--- src/rtl/lsu_pkg.sv ---
// Shared encodings for the load/store unit: access sizes and FSM states.
package lsu_pkg;

    typedef enum logic [1:0] {
        SZ_BYTE = 2'b00,
        SZ_HALF = 2'b01,
        SZ_WORD = 2'b10,
        SZ_RSVD = 2'b11
    } size_e;

    typedef enum logic [1:0] {
        ST_IDLE = 2'b00,
        ST_RD   = 2'b01,
        ST_WR   = 2'b10,
        ST_RESP = 2'b11
    } state_e;

    // Everything except a full-word store must look at the current memory word first.
    function automatic logic needs_read(input logic write, input logic [1:0] size);
        return !write || (size != SZ_WORD);
    endfunction

endpackage

--- src/rtl/lsu_lane_align.sv ---
// Little-endian lane steering: extends the addressed load lane and merges a
// sub-word store into the surrounding word. Purely combinational.
module lsu_lane_align
    import lsu_pkg::*;
(
    input  logic [31:0] i_word,
    input  logic [1:0]  i_lane,
    input  logic [1:0]  i_size,
    input  logic        i_signed,
    input  logic [31:0] i_wdata,
    output logic [31:0] o_rdata,
    output logic [31:0] o_wdata
);

    logic [7:0]  w_byte;
    logic [15:0] w_half;

    always_comb begin
        w_byte  = i_word[{i_lane, 3'b000} +: 8];
        w_half  = i_lane[1] ? i_word[31:16] : i_word[15:0];
        o_rdata = '0;
        o_wdata = i_word;
        case (i_size)
            SZ_BYTE: begin
                o_rdata = {{24{i_signed & w_byte[7]}}, w_byte};
                o_wdata[{i_lane, 3'b000} +: 8] = i_wdata[7:0];
            end
            SZ_HALF: begin
                o_rdata = {{16{i_signed & w_half[15]}}, w_half};
                if (i_lane[1]) o_wdata[31:16] = i_wdata[15:0];
                else           o_wdata[15:0]  = i_wdata[15:0];
            end
            SZ_WORD: begin
                o_rdata = i_word;
                o_wdata = i_wdata;
            end
            default: ;
        endcase
    end

endmodule

--- src/rtl/load_store_unit.sv ---
// Load/store front end for the MIPS data memory: byte/half/word accesses with
// read-modify-write sub-word stores. Optional alignment faults: LSU_ALIGN_CHECK_EN.
module load_store_unit
    import lsu_pkg::*;
#(
    parameter int MEM_DEPTH = 128,
    parameter int ADDR_W    = 32
) (
    input  logic              clock_in,
    input  logic              reset_n,
    input  logic              req_valid,
    output logic              req_ready,
    input  logic              req_write,
    input  logic [1:0]        req_size,
    input  logic              req_signed,
    input  logic [ADDR_W-1:0] req_addr,
    input  logic [31:0]       req_wdata,
    output logic              resp_valid,
    output logic [31:0]       resp_rdata,
    output logic              resp_error,
    output logic [31:0]       mem_address,
    output logic [31:0]       mem_writeData,
    output logic              mem_memWrite,
    output logic              mem_memRead,
    input  logic [31:0]       mem_readData
);

    state_e            r_state, w_next;
    logic [ADDR_W-1:0] r_addr;
    logic [1:0]        r_size;
    logic              r_signed;
    logic              r_write;
    logic              r_err;
    logic [31:0]       r_wdata;
    logic [31:0]       r_word;
    logic [31:0]       r_rdata;

    logic              w_accept;
    logic              w_err;
    logic              w_misalign;
    logic [ADDR_W-1:0] w_addr_in;
    logic [31:0]       w_align_word;
    logic [31:0]       w_load_data;
    logic [31:0]       w_merged;
    logic [31:0]       w_widx;

    assign w_accept = req_valid && req_ready;

`ifdef LSU_ALIGN_CHECK_EN
    assign w_misalign = ((req_size == SZ_HALF) && req_addr[0]) ||
                        ((req_size == SZ_WORD) && (req_addr[1:0] != 2'b00));
    assign w_addr_in  = req_addr;
`else
    assign w_misalign = 1'b0;
    always_comb begin
        w_addr_in = req_addr;
        if (req_size == SZ_HALF)      w_addr_in[0]   = 1'b0;
        else if (req_size == SZ_WORD) w_addr_in[1:0] = 2'b00;
    end
`endif

    assign w_err = (req_size == SZ_RSVD) || w_misalign ||
                   (req_addr[ADDR_W-1:2] >= (ADDR_W-2)'(MEM_DEPTH));

    // In RD the live memory word feeds the load extractor; in WR the captured
    // word is the base for the sub-word merge.
    assign w_align_word = (r_state == ST_RD) ? mem_readData : r_word;

    lsu_lane_align u_align (
        .i_word   (w_align_word),
        .i_lane   (r_addr[1:0]),
        .i_size   (r_size),
        .i_signed (r_signed),
        .i_wdata  (r_wdata),
        .o_rdata  (w_load_data),
        .o_wdata  (w_merged)
    );

    always_ff @(posedge clock_in or negedge reset_n) begin
        if (!reset_n) begin
            r_state  <= ST_IDLE;
            r_addr   <= '0;
            r_size   <= '0;
            r_signed <= 1'b0;
            r_write  <= 1'b0;
            r_err    <= 1'b0;
            r_wdata  <= '0;
            r_word   <= '0;
            r_rdata  <= '0;
        end else begin
            r_state <= w_next;
            if (w_accept) begin
                r_addr   <= w_addr_in;
                r_size   <= req_size;
                r_signed <= req_signed;
                r_write  <= req_write;
                r_err    <= w_err;
                r_wdata  <= req_wdata;
                r_rdata  <= '0;
            end
            if (r_state == ST_RD) begin
                r_word <= mem_readData;
                if (!r_write) r_rdata <= w_load_data;
            end
        end
    end

    always_comb begin
        w_next = r_state;
        case (r_state)
            ST_IDLE: begin
                if (w_accept) begin
                    if (w_err)                              w_next = ST_RESP;
                    else if (needs_read(req_write, req_size)) w_next = ST_RD;
                    else                                    w_next = ST_WR;
                end
            end
            ST_RD:   w_next = r_write ? ST_WR : ST_RESP;
            ST_WR:   w_next = ST_RESP;
            ST_RESP: w_next = ST_IDLE;
            default: w_next = ST_IDLE;
        endcase
    end

    assign w_widx = 32'({2'b00, r_addr[ADDR_W-1:2]});

    always_comb begin
        req_ready     = (r_state == ST_IDLE);
        resp_valid    = (r_state == ST_RESP);
        resp_error    = (r_state == ST_RESP) && r_err;
        resp_rdata    = (r_state == ST_RESP) ? r_rdata : '0;
        mem_address   = '0;
        mem_writeData = '0;
        mem_memWrite  = 1'b0;
        mem_memRead   = 1'b0;
        case (r_state)
            ST_RD: begin
                mem_address = w_widx;
                mem_memRead = 1'b1;
            end
            ST_WR: begin
                mem_address   = w_widx;
                mem_writeData = w_merged;
                mem_memWrite  = 1'b1;
            end
            default: ;
        endcase
    end

endmodule

--- config.mk ---
export PLATFORM = sky130hd
export DESIGN_NAME = load_store_unit
export DESIGN_NICKNAME = d
export VERILOG_FILES = /design/src/rtl/lsu_pkg.sv /design/src/rtl/lsu_lane_align.sv /design/src/rtl/load_store_unit.sv
export SDC_FILE = /design/constraint.sdc
export NUM_CORES = 1
export LEC_CHECK = 0
export ABC_AREA = 1
export BUFFER_PORTS_ARGS = -buffer_cell sky130_fd_sc_hd__clkbuf_2
export CORE_ASPECT_RATIO = 1.25
export CORE_MARGIN = 4
export CORE_UTILIZATION = 30
export CTS_CLUSTER_SIZE = 14
export DETAILED_ROUTE_END_ITERATION = 10
export HOLD_SLACK_MARGIN = 0.12
export SLEW_MARGIN = 20
export SYNTH_ARGS = -nofsm -noshare
export SYNTH_HDL_FRONTEND = slang
export SYNTH_SLANG_ARGS = --single-unit
--- constraint.sdc ---
create_clock -name clock_in -period 2.6 [get_ports clock_in]
set_input_delay 0.52 -clock clock_in [delete_from_list [all_inputs] [get_ports clock_in]]
set_output_delay 0.52 -clock clock_in [all_outputs]
set_load 0.005 [all_outputs]
### Yosys cells after proc, flatten, opt, wreduce, memory -nomap -nowiden

Cells that the tools add are included.

| storage, ports and cells | value |
|---|---|
| input port bits | 103 |
| register bits | 135 |

| operators by class | value |
|---|---|
| mux-type cells | 23 |
| equality and inequality tests | 10 |
| shift operators | 3 |
| add/subtract/negate cells | 1 |
| bitwise operators | 2 |
| reductions and logical operators | 8 |
| magnitude comparators | 1 |

Operators by type and width:

| cell | count |
|---|---|
| 2-to-1 mux 32 bit | 6 |
| one-hot mux 32 bit (3 select lines) | 2 |
| 2-to-1 mux 16 bit | 3 |
| bitwise mux 32 bit | 1 |
| variable shift 8 x 7 -> 32 bit (first input constant) | 1 |
| variable part select 32 x 6 -> 8 bit | 1 |
| variable part select 8 x 7 -> 32 bit | 1 |
| greater-or-equal comparator 30 x 8 -> 1 bit (second input constant) | 1 |
| 2-to-1 mux 30 bit | 1 |
| == test 2 bit (second input constant) | 5 |
| 2-to-1 mux 2 bit | 4 |
| one-hot mux 2 bit (4 select lines) | 1 |
| negator 5 -> 7 bit | 1 |
| == test 2 x 1 -> 1 bit (second input constant) | 3 |
| 2-to-1 mux 1 bit | 5 |
| logical NOT 2 bit | 2 |
| bitwise AND 1 bit | 2 |
| logical AND 1 bit | 2 |
| logical OR 1 bit | 2 |
| != test 2 x 1 -> 1 bit (second input constant) | 1 |
| != test 2 bit (second input constant) | 1 |
| OR reduction 2 bit | 1 |
| logical NOT 1 bit | 1 |

### Logic depth before layout (Yosys ltp)

Gate-level depths: netlist (run 1).

| depth | value |
|---|---|
| depth after elaboration | 7 |
| gate-level depth with buffers | 13 |
| depth with buffers taken out | 11 |

### Cells and area by module

A second synthesis (run 1) with hierarchy kept.

| second synthesis, totals | value |
|---|---|
| cell total of the unflattened synthesis | 1315 |
| area, all modules | 8679.6 µm² |

By module, submodules not included:

| module | area each (µm²) | cells each | times used | sequential area each (µm²) |
|---|---|---|---|---|
| load_store_unit | 6188.4 | 752 | 1 | 3378.2 |
| lsu_lane_align | 2491.1 | 563 | 1 | 0.0 |

### Worst setup path after synthesis (run 1)

Ideal clock, no wire load.

| path | value |
|---|---|
| path kind | register to output |
| start point | register r_addr[1] |
| end point | output port mem_writeData[23] |
| cell stages (with the launch flop) | 11 |
| data arrival time | 1.842 ns |
| setup slack | 0.238 ns |
| path through | dfrtp_1 inv_1 clkbuf_1 ha_1 clkbuf_1 nand2_1 o21ai_0 nand3_1 o211ai_1 nand2_1 inv_1 |

| on the way | value |
|---|---|
| cells in the longest elaborated chain, start to end | 5 |

Ends and longest elaborated chain:

| element | RTL line | source |
|---|---|---|
| from (decl) | load_store_unit.sv:29 | `logic [ADDR_W-1:0] r_addr;` |
| from (signal assigned) | load_store_unit.sv:93 | `r_addr <= w_addr_in;` |
| negator 5 -> 7 bit | lsu_lane_align.sv:26 | `o_wdata[{i_lane, 3'b000} +: 8] = i_wdata[7:0];` |
| variable part select 8 x 7 -> 32 bit or variable shift 8 x 7 -> 32 bit (tied branches) | lsu_lane_align.sv:26 |  |
| bitwise mux 32 bit | lsu_lane_align.sv:26 |  |
| one-hot mux 32 bit (3 select lines) * | lsu_lane_align.sv:23 | `case (i_size)` |
| 2-to-1 mux 32 bit * | load_store_unit.sv:136 | `case (r_state)` |
| to (decl) | load_store_unit.sv:22 | `output logic [31:0] mem_writeData,` |

Mark *: on every way between the ends. The rest lies on a longest branch, timed or not.

### Worst setup path in the final report (run 1)

| path | value |
|---|---|
| start point | register r_addr[1] |
| end point | output port mem_writeData[8] |

The elaborated chain is that of the path after synthesis.

==> results of run 1 <==
worst max-delay path, stage by stage, from the launching register on:
cell	delay, ps
dfrtp_1	400
inv_4	80
ha_4	300
buf_6	140
nand3_2	90
o22ai_1	210
nand2_1	150
a31oi_4	230
clkbuf_2	150
through the flow:
step                      hold slack, ps  setup TNS (ps)  power [uW]  area (sq um)
after floorplan                      224               0        7770          7850
after global placement               450               0       10300          9340
after detailed placement             445               0       10400          9340
after CTS                            274            -169       13600         10300
after global routing                 275           -2330       15400         10700
final                                282            -154       14300         10700
sequential cells by signal (all words and copies together) (netlist names):
register  cells
r_addr       32
r_write       1
r_signed      1
r_wdata      32
r_rdata      32
r_word       32
r_state       2
r_size        2
r_err         1
per-layer routing:
metal / track usage, % / wire length [um] / part of all wire [%] / vias up
li1: - / - / - / 4090
met1: 25.0 / 12100 / 43 / 3886
met2: 31.2 / 13500 / 48 / 310
met3: 3.84 / 1730 / 6.1 / 55
met4: 6.82 / 943 / 3.3 / 0
met5: 0 / 0 / 0 / -
cells by family after synthesis:
| kind of cell | after synthesis | share of synthesized area, % |
|---|---|---|
| simple gates | 645 | 33.0 |
| other cells | 1 | 0.0478 |
| flops | 135 | 43.1 |
| buf+inv | 219 | 11.1 |
| compound gates | 157 | 11.4 |
| fa+ha+maj | 9 | 1.44 |
final timing paths:
kind / startpoint / endpoint / cells past startpoint
hold reg to reg: r_addr[29] / r_addr[29] / 2
min in group asynchronous: reset_n / r_rdata[22] / 2
setup reg to reg: r_state[1] / r_rdata[16] / 12
setup / recovery: r_addr[1] / mem_writeData[8] / 8
hold / removal: req_wdata[26] / r_wdata[26] / 3
max in group asynchronous: reset_n / r_wdata[5] / 3
synth_stat cells (2+ instances only):
| cell type | instances | share of area (%) |
|---|---|---|
| inv_1 | 146 | 7.0 |
| buf_4 | 4 | 0.38 |
| o21ai_0 | 76 | 4.8 |
| inv_2 | 7 | 0.34 |
| clkinv_1 | 2 | 0.096 |
| nand2_1 | 507 | 24 |
| buf_2 | 18 | 1.1 |
| or2_2 | 2 | 0.16 |
| nand3_1 | 99 | 6.3 |
| ha_1 | 9 | 1.4 |
| o22ai_1 | 4 | 0.32 |
| nor3_1 | 5 | 0.32 |
| and2_1 | 2 | 0.16 |
| o221ai_1 | 4 | 0.45 |
| nand2_2 | 4 | 0.32 |
| o31ai_1 | 2 | 0.19 |
| a31oi_1 | 8 | 0.64 |
| nand4_1 | 2 | 0.16 |
| o21ai_2 | 2 | 0.22 |
| nor2_1 | 21 | 1.0 |
| clkbuf_1 | 38 | 1.8 |
| a21oi_1 | 32 | 2.0 |
| o21ai_1 | 5 | 0.32 |
| o211ai_1 | 19 | 1.8 |
| a22oi_1 | 3 | 0.29 |
| buf_1 | 3 | 0.14 |
| dfrtp_1 | 135 | 43 |
cells in the final DEF (no fill, tap or decap), drive strengths merged, types with 3 or more instances in the layout:
cell type  instances
nand2            511
clkbuf           206
inv              159
dfrtp            135
nand3             99
o21ai             83
buf               71
a21oi             32
nor2              23
o211ai            19
ha                 9
a31oi              8
clkinv             6
nor3               5
clkinvlp           4
o221ai             4
o22ai              4
a22oi              3
bufinv             3
layout make-up:
class	instances	area share, %
repair buffers	262	15.1
flip-flops and latches	135	31.6
clock buffers	17	3.97
repair inverters	2	0.222
inverters	155	5.77
well taps	335	3.92
multi-input cells	813	37.7
clock inverters	15	1.78
power breakdown:
| part | total, uW | leakage [uW] | internal (uW) | switching, uW |
|---|---|---|---|---|
| combinational | 8080 | 0.00411 | 3020 | 5060 |
| sequential | 3630 | 0.00170 | 3030 | 606 |
| clock | 2560 | 0.000299 | 1530 | 1030 |
timing repair:
| action | in CTS | in global routing |
|---|---|---|
| pin swaps | 5 | 33 |
| hold buffers | 1 | 0 |
| endpoints found under the setup margin | 32 | 32 |
| setup buffers | 7 | 13 |
| cloned | 2 | 2 |
| resized for setup | 66 | 94 |
| hold endpoints to repair | 32 | 0 |
==> results.md, run 1 <==
- Status: complete, but fails checks
- Violated checks: negative setup slack
- Htree depth: 4
- TritonRoute pass-1 iters: 5
- Largest net degree at the start of global routing: about 100
- Number of synthesized flops with an enable pin: 0
- Nature of the critical path startpoint: flip-flop
- FF/Latch Area: 0.00338 sq mm
- Max-Slew Margin vs Limit: 62.1%
- Async set or reset register ratio after synthesis: 100%
- Unique masters post-synth: 34
- Pre-CTS setup slack: 75.0 ps
- Gpl congestion: 0.920
- Final setup margin: -89.3 ps
- Synth Cell Area: 0.00784 sq mm
- Max-cap violation count: 0
- Leak Pwr: 0.00611 uW
- Skew final: 11.3 ps
- Reg2reg setup slack: 600 ps
- Routed WL: approximately 28,000 um
- Cell Pwr Density: 1330 mW/mm^2
- Final hold vios: 0
- Hpwl dp: between 20,000 and 25,000 um
- Max Freq: 372 MHz
- CTS tree: built
- Row cnt: 65
- WL per Instance: around 16 um
- Final net count: approximately 1,500
- N_diodes: 0
- First-pass GRT wire length: 44,200 um
- Clock slew at reported path FFs: ~60 ps
- Synth warnings: 0
- Layout area overhead: 36.5%
- DR vias: 8,341
- GR Util All Layers: 19.0%
- Iter 0 DRT Violations: 844
- Die X: 153 um
- Placed cells: 1,677
- Util after Layout: 41.9%
- Initial Utilization: a little over 30%
- Die height: around 190 um
- Mapped Cells: between 1,000 and 1,500
- Layout cells sized above 1: ~29%
- Sinks on Clock Net: 135
- Slew Limit Fails: 0
- Fillcell total: 2,708
- Clk_lat worst skew: 430 ps
- Gr ovfl total: 0
- Tmin final: between 2000 and 3000 ps
- Core area: 0.0255 sq mm
- RSZ-0062 raised after global routing: true
- Critical path class: flip-flop to output port
- Num CTS Buffers: 17
- Setup violators final: 5
- Detail Route Antenna Nets: 0
- CP Capture Type: output port
- Period Utilization, post-route: 103%
- Worst Hold Class: primary input to flip-flop
- Maximum clock insertion buffer count: 2
- Worst-Margin Slew: 569 ps
- CP Max Fanout: 8
- Peak VDD IR: 0.000658 V
- Multi-input gate area: 0.00403 sq mm
- Yosys reg bits: 135
- Avg Inst Size Synth: 6.73 sq um
- Post-synthesis sequential area ratio: 43.1%
- Initial antenna violation count: 0
- Root Buffer: clkbuf_16
- Critical Path RT: roughly 2100 ps
- Vias in the first global route: 8,137
- Vias per cell: 4.81
- Die area: 0.0288 sq mm
- CP Data Arrival Time: 2170 ps
- Layout Cells excl Fill: around 1,700
- Synth Flop Type: dfrtp_1
- I/O Buffers: 201
- Ports: 204
- Drc violations: 0
Note: power is estimated with default switching activity, not from simulation.
==> run 2: changes to the inputs <==
GPL_TIMING_DRIVEN = 0   (was default)
clock period = 2.9 ns   (was 2.6 ns; I/O delays follow)
==> run 2 against run 1 <==
First-iteration DRC count shrank 41%. Highest routed layer unchanged. The flow now finishes without violations. Sequential power shrank 12%. Clock power shrank 15%. Final area shrank 4.2%. Largest power group unchanged. Critical path type unchanged. Die area is the same. Setup slack gained 140 ps. Register-to-register slack gained 150 ps. Cell count grew 0.58%.
==> results.md, run 2 (synthesis results as in run 1) <==
- Status: completed
- Cell Pwr Density: 1170 mW/mm^2 (-12%)
- Pre-CTS setup slack: -513 ps (-588 ps)
- Row cnt: 65 (unchanged)
- TritonRoute pass-1 iters: 5 (unchanged)
- Vias per cell: 4.72 (-1.8%)
- Commonest non-fill, non-tap cell in the layout: nand2_1
- Met2 Usage GRT: 32.2% (+1.1 points)
- Worst Hold Class: primary input to async pin
- CP Max Fanout: 10 (+2)
- Met1 usage: 24.7% (-0.38 points)
- Max-cap violation count: 0 (unchanged)
- Root Buffer: clkbuf_16
- Sinks on Clock Net: 135 (unchanged)
- Routed WL: 28,500 um (+1.2%)
- Total power: 12,000 uW (-16%)
- GR Util All Layers: 19.7% (+0.64 points)
- Initial antenna violation count: 0 (unchanged)
- Slew Limit Fails: 0 (unchanged)
- RSZ-0062 raised after global routing: true
- CP Data Arrival Time: 2270 ps (+100 ps)
- Layout cells sized above 1: 24.7% (-4.3 points)
- Layout Cells excl Fill: 1,744 (+0.58%)
- Drc violations: 0 (unchanged)
- Hpwl dp: 22,400 um (+8.7%)
- DR vias: 8,240 (-1.2%)
- Util after Layout: 40.2% (-1.8 points)
- Maximum clock insertion buffer count: 2 (unchanged)
- Leak Pwr: 0.00592 uW (-3.1%)
- Slowest-stage cell, CP: dfrtp_2
- Die X: 153 um (unchanged)
- Final hold vios: 0 (unchanged)
- I/O Buffers: 201 (unchanged)
- Critical Path RT: 2320 ps (+240 ps)
- First-pass GRT wire length: 44,800 um (+1.5%)
- Worst Path Buf+Inv: 4 (+1)
- Setup violators final: 0 (-5)
- Tmin final: 2850 ps
- CP top delay family: buffers and inverters
- Critical path class: flip-flop to output port
- Final net count: 1,508 (+0.67%)
- Vias in the first global route: 8,298 (+2.0%)
- Period Utilization, post-route: 98.3%
- Clock slew at reported path FFs: 60 ps (about the same)
- CTS tree: built
- Num CTS Buffers: 17 (unchanged)
- Gpl congestion: 0.937 (+1.9%)
- Max-Slew Margin vs Limit: 34.2% (-28 points)
- Nature of the critical path startpoint: flip-flop
- Skew final: 9.27 ps (-2.08 ps)
- Detail Route Antenna Nets: 0 (unchanged)
- Core area: 0.0255 sq mm (unchanged)
- CP Capture Type: output port
- WL per Instance: 16.4 um (+0.62%)
- Placed cells: 1,704 (+1.6%)
- Most Crowded Layer GR: met2
- Iter 0 DRT Violations: 499 (-41%)
- CP peak stage delay: 370 ps (-30 ps)
- Final setup margin: 48.9 ps (+138 ps)
- Htree depth: 4 (unchanged)
- Die area: 0.0288 sq mm (unchanged)
- Layout area overhead: 30.8%
- Clk_lat worst skew: 430 ps (about the same)
- Max Freq: ~350 MHz
- Ports: 204 (unchanged)
- Worst-Margin Slew: 979 ps (+411 ps)
- Largest net degree at the start of global routing: 81 (-20%)
- Worst-path cell chain: buf_4 -> clkbuf_4 -> nand2_2 -> buf_2 -> o21ai_0 -> a22oi_1 -> a21oi_2 -> clkbuf_2
- Gr ovfl total: 0 (unchanged)
- N_diodes: 0 (unchanged)
- Most frequent cells in the layout: 499 x nand2_1, 201 x clkbuf_2, 138 x inv_1
- M3 GR Usage: 3.84% (unchanged)
- Initial Utilization: 30.7% (unchanged)
- Die height: 189 um (unchanged)
- Peak VDD IR: 0.000537 V (-18%)
run 2: changes by cell type in the layout (fill, tap and decap cells not counted), sizes merged:
cell / change
buf: -35
bufbuf: -1
bufinv: -1
clkbuf: +51
clkinv: +3
clkinvlp: -3
dlygate4sd3: -1
inv: -3
run 2: timing repair:
item,4_1_cts,5_1_grt
hold buffers,0,0
buffers inserted,6,2
pin swaps,2,11
setup endpoints to repair,32,32
gates resized for setup,49,75
run 2: per-stage QoR:
stage	instance area [sq um]	setup TNS (ps)	hold WS (ps)
2_1_floorplan	7850	0	284
3_3_place_gp	9270	-155640	463
3_5_place_dp	9310	-8770	466
4_1_cts	10100	-0.903	222
5_1_grt	10300	-202	259
6_report	10300	0	205
run 2: worst reg2reg max path, stage by stage (launching register included):
cell and delay (ps):
dfrtp_1 410, inv_1 100, ha_1 240, nand2_1 100, clkbuf_1 420, buf_2 400, buf_2 280, nand2_1 80
nand2_1 70
run 2: routing by layer:
| layer | vias to the layer above | part of all wire (%) |
|---|---|---|
| li1 | 4114 | - |
| met1 | 3799 | 43 |
| met2 | 260 | 47 |
| met3 | 67 | 5.0 |
| met4 | 0 | 4.8 |
| met5 | - | 0 |
run 2: report_power, final:
group	internal, uW	total (uW)	switching [uW]
clock network	1300	2180	884
logic	2230	6650	4420
registers	2720	3190	471
run 2: final cells by class:
| cell class | instances | area (sq um) |
|---|---|---|
| well taps | 335 | 419 |
| multi-input cells | 813 | 3800 |
| fillers | 2799 | 15300 |
| clock inverters | 13 | 144 |
| plain buffers | 64 | 369 |
| flip-flops and latches | 135 | 3380 |
| repair buffers | 210 | 1100 |
| inverters | 155 | 593 |
| clock buffers | 19 | 443 |
run 2: worst paths after layout:
| kind | from | endpoint | slack (ps) | cells past startpoint |
|---|---|---|---|---|
| setup / recovery | r_addr[1] | mem_writeData[31] | 50 | 8 |
| hold / removal | reset_n | r_rdata[19] | 210 | 1 |
| setup reg to reg | r_state[0] | r_wdata[27] | 750 | 8 |
| hold reg to reg | r_wdata[25] | r_wdata[25] | 480 | 2 |
| max in group asynchronous | reset_n | r_addr[1] | 1950 | 2 |
| min in group clock_in | req_wdata[16] | r_wdata[16] | 340 | 3 |
